<file path="src/rtl/multiport_register_file.sv">
// -----------------------------------------------------------------------------
// multiport_register_file
//
// Pipelined-datapath register file with NUM_READ combinational read ports and
// two write ports (A: ALU writeback, B: load writeback). Reads see same-cycle
// writes through a bypass, with port B taking priority over port A. A pending
// bit per stored register tracks outstanding loads. After reset, a sequencer
// zeroes every stored register, one register per cycle.
//
// The PC slot (PC_INDEX) has no storage. Reads of it return pc_value, and
// writes and pend_set aimed at it are dropped.
//
// Ports
//   clk            rising-edge clock
//   reset          synchronous, active-high reset
//   ready          high once the clear sequence has completed (registered)
//   read_addr      packed read addresses, port i at [i*ADDR_WIDTH +: ADDR_WIDTH]
//   read_data      packed read data, port i at [i*DATA_WIDTH +: DATA_WIDTH]
//   read_pending   per read port: addressed register awaits a load
//   write_enable_a / write_addr_a / write_data_a   ALU writeback port
//   write_enable_b / write_addr_b / write_data_b   load writeback port
//   pend_set / pend_addr                           mark register as load target
//   pc_value       value returned for reads of PC_INDEX
// -----------------------------------------------------------------------------
module multiport_register_file #(
    parameter int DATA_WIDTH = 32,
    parameter int NUM_REGS   = 16,
    parameter int ADDR_WIDTH = 4,
    parameter int NUM_READ   = 3,
    parameter int PC_INDEX   = 15
) (
    input  logic                           clk,
    input  logic                           reset,
    output logic                           ready,
    input  logic [NUM_READ*ADDR_WIDTH-1:0] read_addr,
    output logic [NUM_READ*DATA_WIDTH-1:0] read_data,
    output logic [NUM_READ-1:0]            read_pending,
    input  logic                           write_enable_a,
    input  logic [ADDR_WIDTH-1:0]          write_addr_a,
    input  logic [DATA_WIDTH-1:0]          write_data_a,
    input  logic                           write_enable_b,
    input  logic [ADDR_WIDTH-1:0]          write_addr_b,
    input  logic [DATA_WIDTH-1:0]          write_data_b,
    input  logic                           pend_set,
    input  logic [ADDR_WIDTH-1:0]          pend_addr,
    input  logic [DATA_WIDTH-1:0]          pc_value
);

    localparam logic [ADDR_WIDTH-1:0] PC_ADDR   = ADDR_WIDTH'(PC_INDEX);
    localparam logic [ADDR_WIDTH-1:0] LAST_ADDR = ADDR_WIDTH'(NUM_REGS - 1);
    localparam logic [ADDR_WIDTH-1:0] ADDR_ONE  = ADDR_WIDTH'(1);

    typedef enum logic {
        ST_CLEAR = 1'b0,
        ST_RUN   = 1'b1
    } state_t;

    state_t                 state_r;
    logic [ADDR_WIDTH-1:0]  clr_idx_r;
    logic [NUM_REGS-1:0]    pending_r;
    logic                   ready_r;
    logic [DATA_WIDTH-1:0]  regs_r [NUM_REGS];

    logic [NUM_REGS-1:0]            pend_clr_s;
    logic [NUM_REGS-1:0]            pend_set_s;
    logic [NUM_REGS-1:0]            pending_next_s;
    logic [NUM_READ*DATA_WIDTH-1:0] read_data_s;
    logic [NUM_READ-1:0]            read_pending_s;
    logic                           wr_a_ok_s;
    logic                           wr_b_ok_s;
    logic                           pend_ok_s;

    // True for addresses that have storage (in range and not the PC slot).
    function automatic logic is_storable(input logic [ADDR_WIDTH-1:0] addr);
        return (32'(addr) < NUM_REGS) && (addr != PC_ADDR);
    endfunction

    // One-hot mask over the stored registers for a given address.
    function automatic logic [NUM_REGS-1:0] onehot(input logic [ADDR_WIDTH-1:0] addr);
        return {{(NUM_REGS-1){1'b0}}, 1'b1} << addr;
    endfunction

    assign wr_a_ok_s = write_enable_a && is_storable(write_addr_a);
    assign wr_b_ok_s = write_enable_b && is_storable(write_addr_b);
    assign pend_ok_s = pend_set && is_storable(pend_addr);

    // Next pending vector: a load return clears its bit; a same-edge set on the same register wins.
    always_comb begin
        pend_clr_s     = wr_b_ok_s ? onehot(write_addr_b) : {NUM_REGS{1'b0}};
        pend_set_s     = pend_ok_s ? onehot(pend_addr)    : {NUM_REGS{1'b0}};
        pending_next_s = (pending_r & ~pend_clr_s) | pend_set_s;
    end

    // Clear sequencer, pending scoreboard and ready flag.
    always_ff @(posedge clk) begin
        if (reset) begin
            state_r   <= ST_CLEAR;
            clr_idx_r <= {ADDR_WIDTH{1'b0}};
            pending_r <= {NUM_REGS{1'b0}};
            ready_r   <= 1'b0;
        end else begin
            case (state_r)
                ST_CLEAR: begin
                    clr_idx_r <= clr_idx_r + ADDR_ONE;
                    if (clr_idx_r == LAST_ADDR) begin
                        state_r <= ST_RUN;
                        ready_r <= 1'b1;
                    end
                end
                ST_RUN: begin
                    pending_r <= pending_next_s;
                    ready_r   <= 1'b1;
                end
                default: begin
                    state_r   <= ST_CLEAR;
                    clr_idx_r <= {ADDR_WIDTH{1'b0}};
                    pending_r <= {NUM_REGS{1'b0}};
                    ready_r   <= 1'b0;
                end
            endcase
        end
    end

    // Storage: zeroed by the sequencer in CLEAR; written by ports A then B in RUN.
    // Port B is assigned last so that it wins on an address collision.
    always_ff @(posedge clk) begin
        if (!reset) begin
            if (state_r == ST_CLEAR) begin
                if (is_storable(clr_idx_r)) begin
                    regs_r[clr_idx_r] <= {DATA_WIDTH{1'b0}};
                end
            end else begin
                if (wr_a_ok_s) begin
                    regs_r[write_addr_a] <= write_data_a;
                end
                if (wr_b_ok_s) begin
                    regs_r[write_addr_b] <= write_data_b;
                end
            end
        end
    end

    // Read ports: PC slot first, then clear masking, range check, bypass, storage.
    always_comb begin
        read_data_s    = {(NUM_READ*DATA_WIDTH){1'b0}};
        read_pending_s = {NUM_READ{1'b0}};
        for (int i = 0; i < NUM_READ; i++) begin
            logic [ADDR_WIDTH-1:0] addr_s;
            addr_s = read_addr[i*ADDR_WIDTH +: ADDR_WIDTH];
            if (addr_s == PC_ADDR) begin
                read_data_s[i*DATA_WIDTH +: DATA_WIDTH] = pc_value;
                read_pending_s[i]                       = 1'b0;
            end else if (state_r != ST_RUN || !is_storable(addr_s)) begin
                read_data_s[i*DATA_WIDTH +: DATA_WIDTH] = {DATA_WIDTH{1'b0}};
                read_pending_s[i]                       = 1'b0;
            end else begin
                read_pending_s[i] = pending_r[addr_s];
                if (write_enable_b && write_addr_b == addr_s) begin
                    read_data_s[i*DATA_WIDTH +: DATA_WIDTH] = write_data_b;
                end else if (write_enable_a && write_addr_a == addr_s) begin
                    read_data_s[i*DATA_WIDTH +: DATA_WIDTH] = write_data_a;
                end else begin
                    read_data_s[i*DATA_WIDTH +: DATA_WIDTH] = regs_r[addr_s];
                end
            end
        end
    end

    assign read_data    = read_data_s;
    assign read_pending = read_pending_s;
    assign ready        = ready_r;

endmodule

</file>
<file path="config.mk">
export PLATFORM = sky130hd
export DESIGN_NAME = multiport_register_file
export DESIGN_NICKNAME = d
export VERILOG_FILES = /design/src/rtl/multiport_register_file.sv
export SDC_FILE = /design/constraint.sdc
export NUM_CORES = 1
export LEC_CHECK = 0
export BUFFER_PORTS_ARGS = -buffer_cell sky130_fd_sc_hd__clkbuf_2
export CORE_MARGIN = 4
export CORE_UTILIZATION = 45
export CTS_CLUSTER_DIAMETER = 200
export DETAILED_ROUTE_END_ITERATION = 6
export HOLD_SLACK_MARGIN = 0.03
export PLACE_DENSITY = 0.71
export SYNTH_ARGS = -nofsm -noshare
export SYNTH_HDL_FRONTEND = slang
export SYNTH_SLANG_ARGS = --single-unit
</file>
<file path="constraint.sdc">
create_clock -name clk -period 10.37 [get_ports clk]
set_input_delay 1.037 -clock clk [delete_from_list [all_inputs] [get_ports clk]]
set_output_delay 1.037 -clock clk [all_outputs]
set_load 0.005 [all_outputs]
</file>
==> metrics.cfg <==
[routing]
drt-initial-drc-count = 5188
drc_errors = 0
wl_per_cell_um = 31.2
dr.pass1.iters = 6
drt_wl_total_um = 139000
via_count = 31748
via_per_inst = 7.12
ant_nets = 0

[setup_path]
rr_endpoint = regs_r[1][31]$_DFFE_PP_
start_kind = primary input
arrival_ns = 4.22
reg2reg_from = state_r$_SDFF_PP0_
cp.required_ns = 9.33
crit_fanout = 46
setup.worst_path.end_class = output pin
worstRegToRegCells = 7
critPathKind = in -> out
r2r_slack_ns = 6.11

[status]
status = completed

[timing]
period_needed_ns = 5.26
slew_violations = 0
hold_viol_final = 0
hold_slack_ns = 0.473
timing.final.crit_share = 0.507
setup_ws_ns = 5.11
timing.setup.tns_ns = 0
rsz0062_at_grt = false
setup-violations-final = 0
relSlewSlack = 0.213
max_freq_mhz = 190
worst_pin_slew_ns = 1.18
skew_ns = 0.0347

[clock_tree]
insertion_delay_ns = 0.65
root_buffer = clkbuf_16
cts_hold_buf = 0
cts_setup_buffers = 0
htreeDepth = 2
cts_tree = yes
path_clk_slew_ns = 0.06
clock-sinks = 534
cts_buffers = 55
clockBufferDepth = 3
cts-resized-gates = 0

[flow_run]
drv_cap = 0

[power_and_ir_drop]
p_leak_uw = 0.0143
power_uw = 5020
vdd_drop_max_uv = 122
power.density_nw_per_um2 = 125

[place]
dpl.hpwl_um = 80100
pre_cts_slack_ns = 5.17
portBuffers = 224
place.gp.congestion = 0.878

[synth]
synth_nets = 3528
ys.flop_type = edfxtp_1
yosysWarnings = 0
ys_top_cells_by_count = 594 x nand2_1, 512 x edfxtp_1, 488 x o21ai_0
yosysTopAreaCell = edfxtp_1
synth_cells = 3402
syn_avg_cell_area_um2 = 10.9
synth_most_common_cell = nand2_1
netlist_area_um2 = 37100
synth_cell_types = 67
synth_top_area_share = 0.414
synth_edf_count = 512
synth.yosys.seq_area_share = 0.426
synth_area_leaders = edfxtp_1 41%, mux4_2 16%, mux2i_1 6.9%
async_reset_ff_frac = 0
synth_seq_cells = 534

[grt]
global_route.usage.total = 0.312
overflow = 0
antenna_found_initial = 5
grt_pass1_vias = 30265
grt_pass1_wl_um = 202000
grt_max_degree = 104

[worst_hold_path]
holdCritPathClass = reg -> reg
min_from = ready$_SDFFE_PP0P_
holdPathStages = 2
whs_endpoint = ready$_SDFFE_PP0P_

[final_layout]
nNetsFinal = 3462
layout-drive-gt1-share = 0.215
final_util = 0.491
area_growth_pct = 8.42

[floorplanning]
start_util = 0.453
rows = 105
die-area_um2 = 87200
ios = 225
fp.coreArea_um2 = 82000
dieWidth_um = 295
die_height_um = 295

worst max-delay path: stages:
cell and delay, ns:
buf_6 0.47, xor2_1 0.20, nor4_4 0.28, buf_4 0.59, and3b_2 0.66, buf_4 0.47
a211o_1 0.28, clkbuf_2 0.15
stage by stage:
step	std cells	instance area, um2
3_5_place_dp	4349	38400
6_report	4456	40300
2_1_floorplan	3402	37100
5_1_grt	4454	40300
4_1_cts	4453	40300
3_3_place_gp	4349	38400
registers in the layout, summed over array words and instances (netlist names):
signal and flops:
clr_idx_r 4, pending_r 16, ready 1, regs_r 512
state_r 1
layout by cell type, fill, tap and decap left out, types with 34 or more instances in the layout:
cell type / n
buf_4: 78
nor3_1: 37
clkbuf_16: 57
edfxtp_1: 512
nor2_1: 47
a22oi_1: 66
and2_1: 35
a31oi_1: 38
nand2_1: 593
mux4_2: 271
clkbuf_2: 218
o22ai_1: 128
and3_1: 34
o21ai_0: 488
a211oi_1: 94
inv_1: 38
mux2i_1: 257
area by class of cell:
type                    instances  area, um2
diodes                          3       7.51
clock buffers                  65       1460
clock inverters                39        408
fillers                      7244      41700
inverters                      38        143
multi-input cells            2406      19300
flip-flops and latches        534      15800
well taps                    1070       1340
repair buffers                301       1750
power breakdown:
group / total, uW / switching (uW) / internal (uW)
clock network: 2100 / 913 / 1180
logic: 551 / 354 / 197
registers: 2370 / 16.1 / 2350
logic make-up after synthesis:
| group | synth area share |
|---|---|
| compound gates | 0.173 |
| xor+xnor | 0.00566 |
| flops | 0.426 |
| fa+ha+maj | 0.000337 |
| simple gates | 0.0971 |
| mux | 0.234 |
| buf+inv | 0.0644 |
per-layer routing:
metal  part of all wire  track usage  vias to the layer above
met1               0.35        0.404                    15367
met2               0.45        0.484                     2704
met3               0.13       0.0674                      613
met4              0.072        0.189                        2
met5           0.000093            0                        -
li1                   -            -                    13062
how the worst max path moves through the flow:
stage | slack (ns) | from | to | depth (start not counted)
global route | 5.00 | read_addr[0] | read_data[2] | 7
CTS | 5.17 | read_addr[0] | read_data[6] | 9
finish | 5.11 | read_addr[1] | read_data[6] | 8
global placement | 5.21 | read_addr[0] | read_data[6] | 9
detailed placement | 5.17 | read_addr[0] | read_data[6] | 9
floorplan | 6.34 | reset | regs_r[10][0]$_DFFE_PP_ | 6
Power figures use the tool's default switching activity.
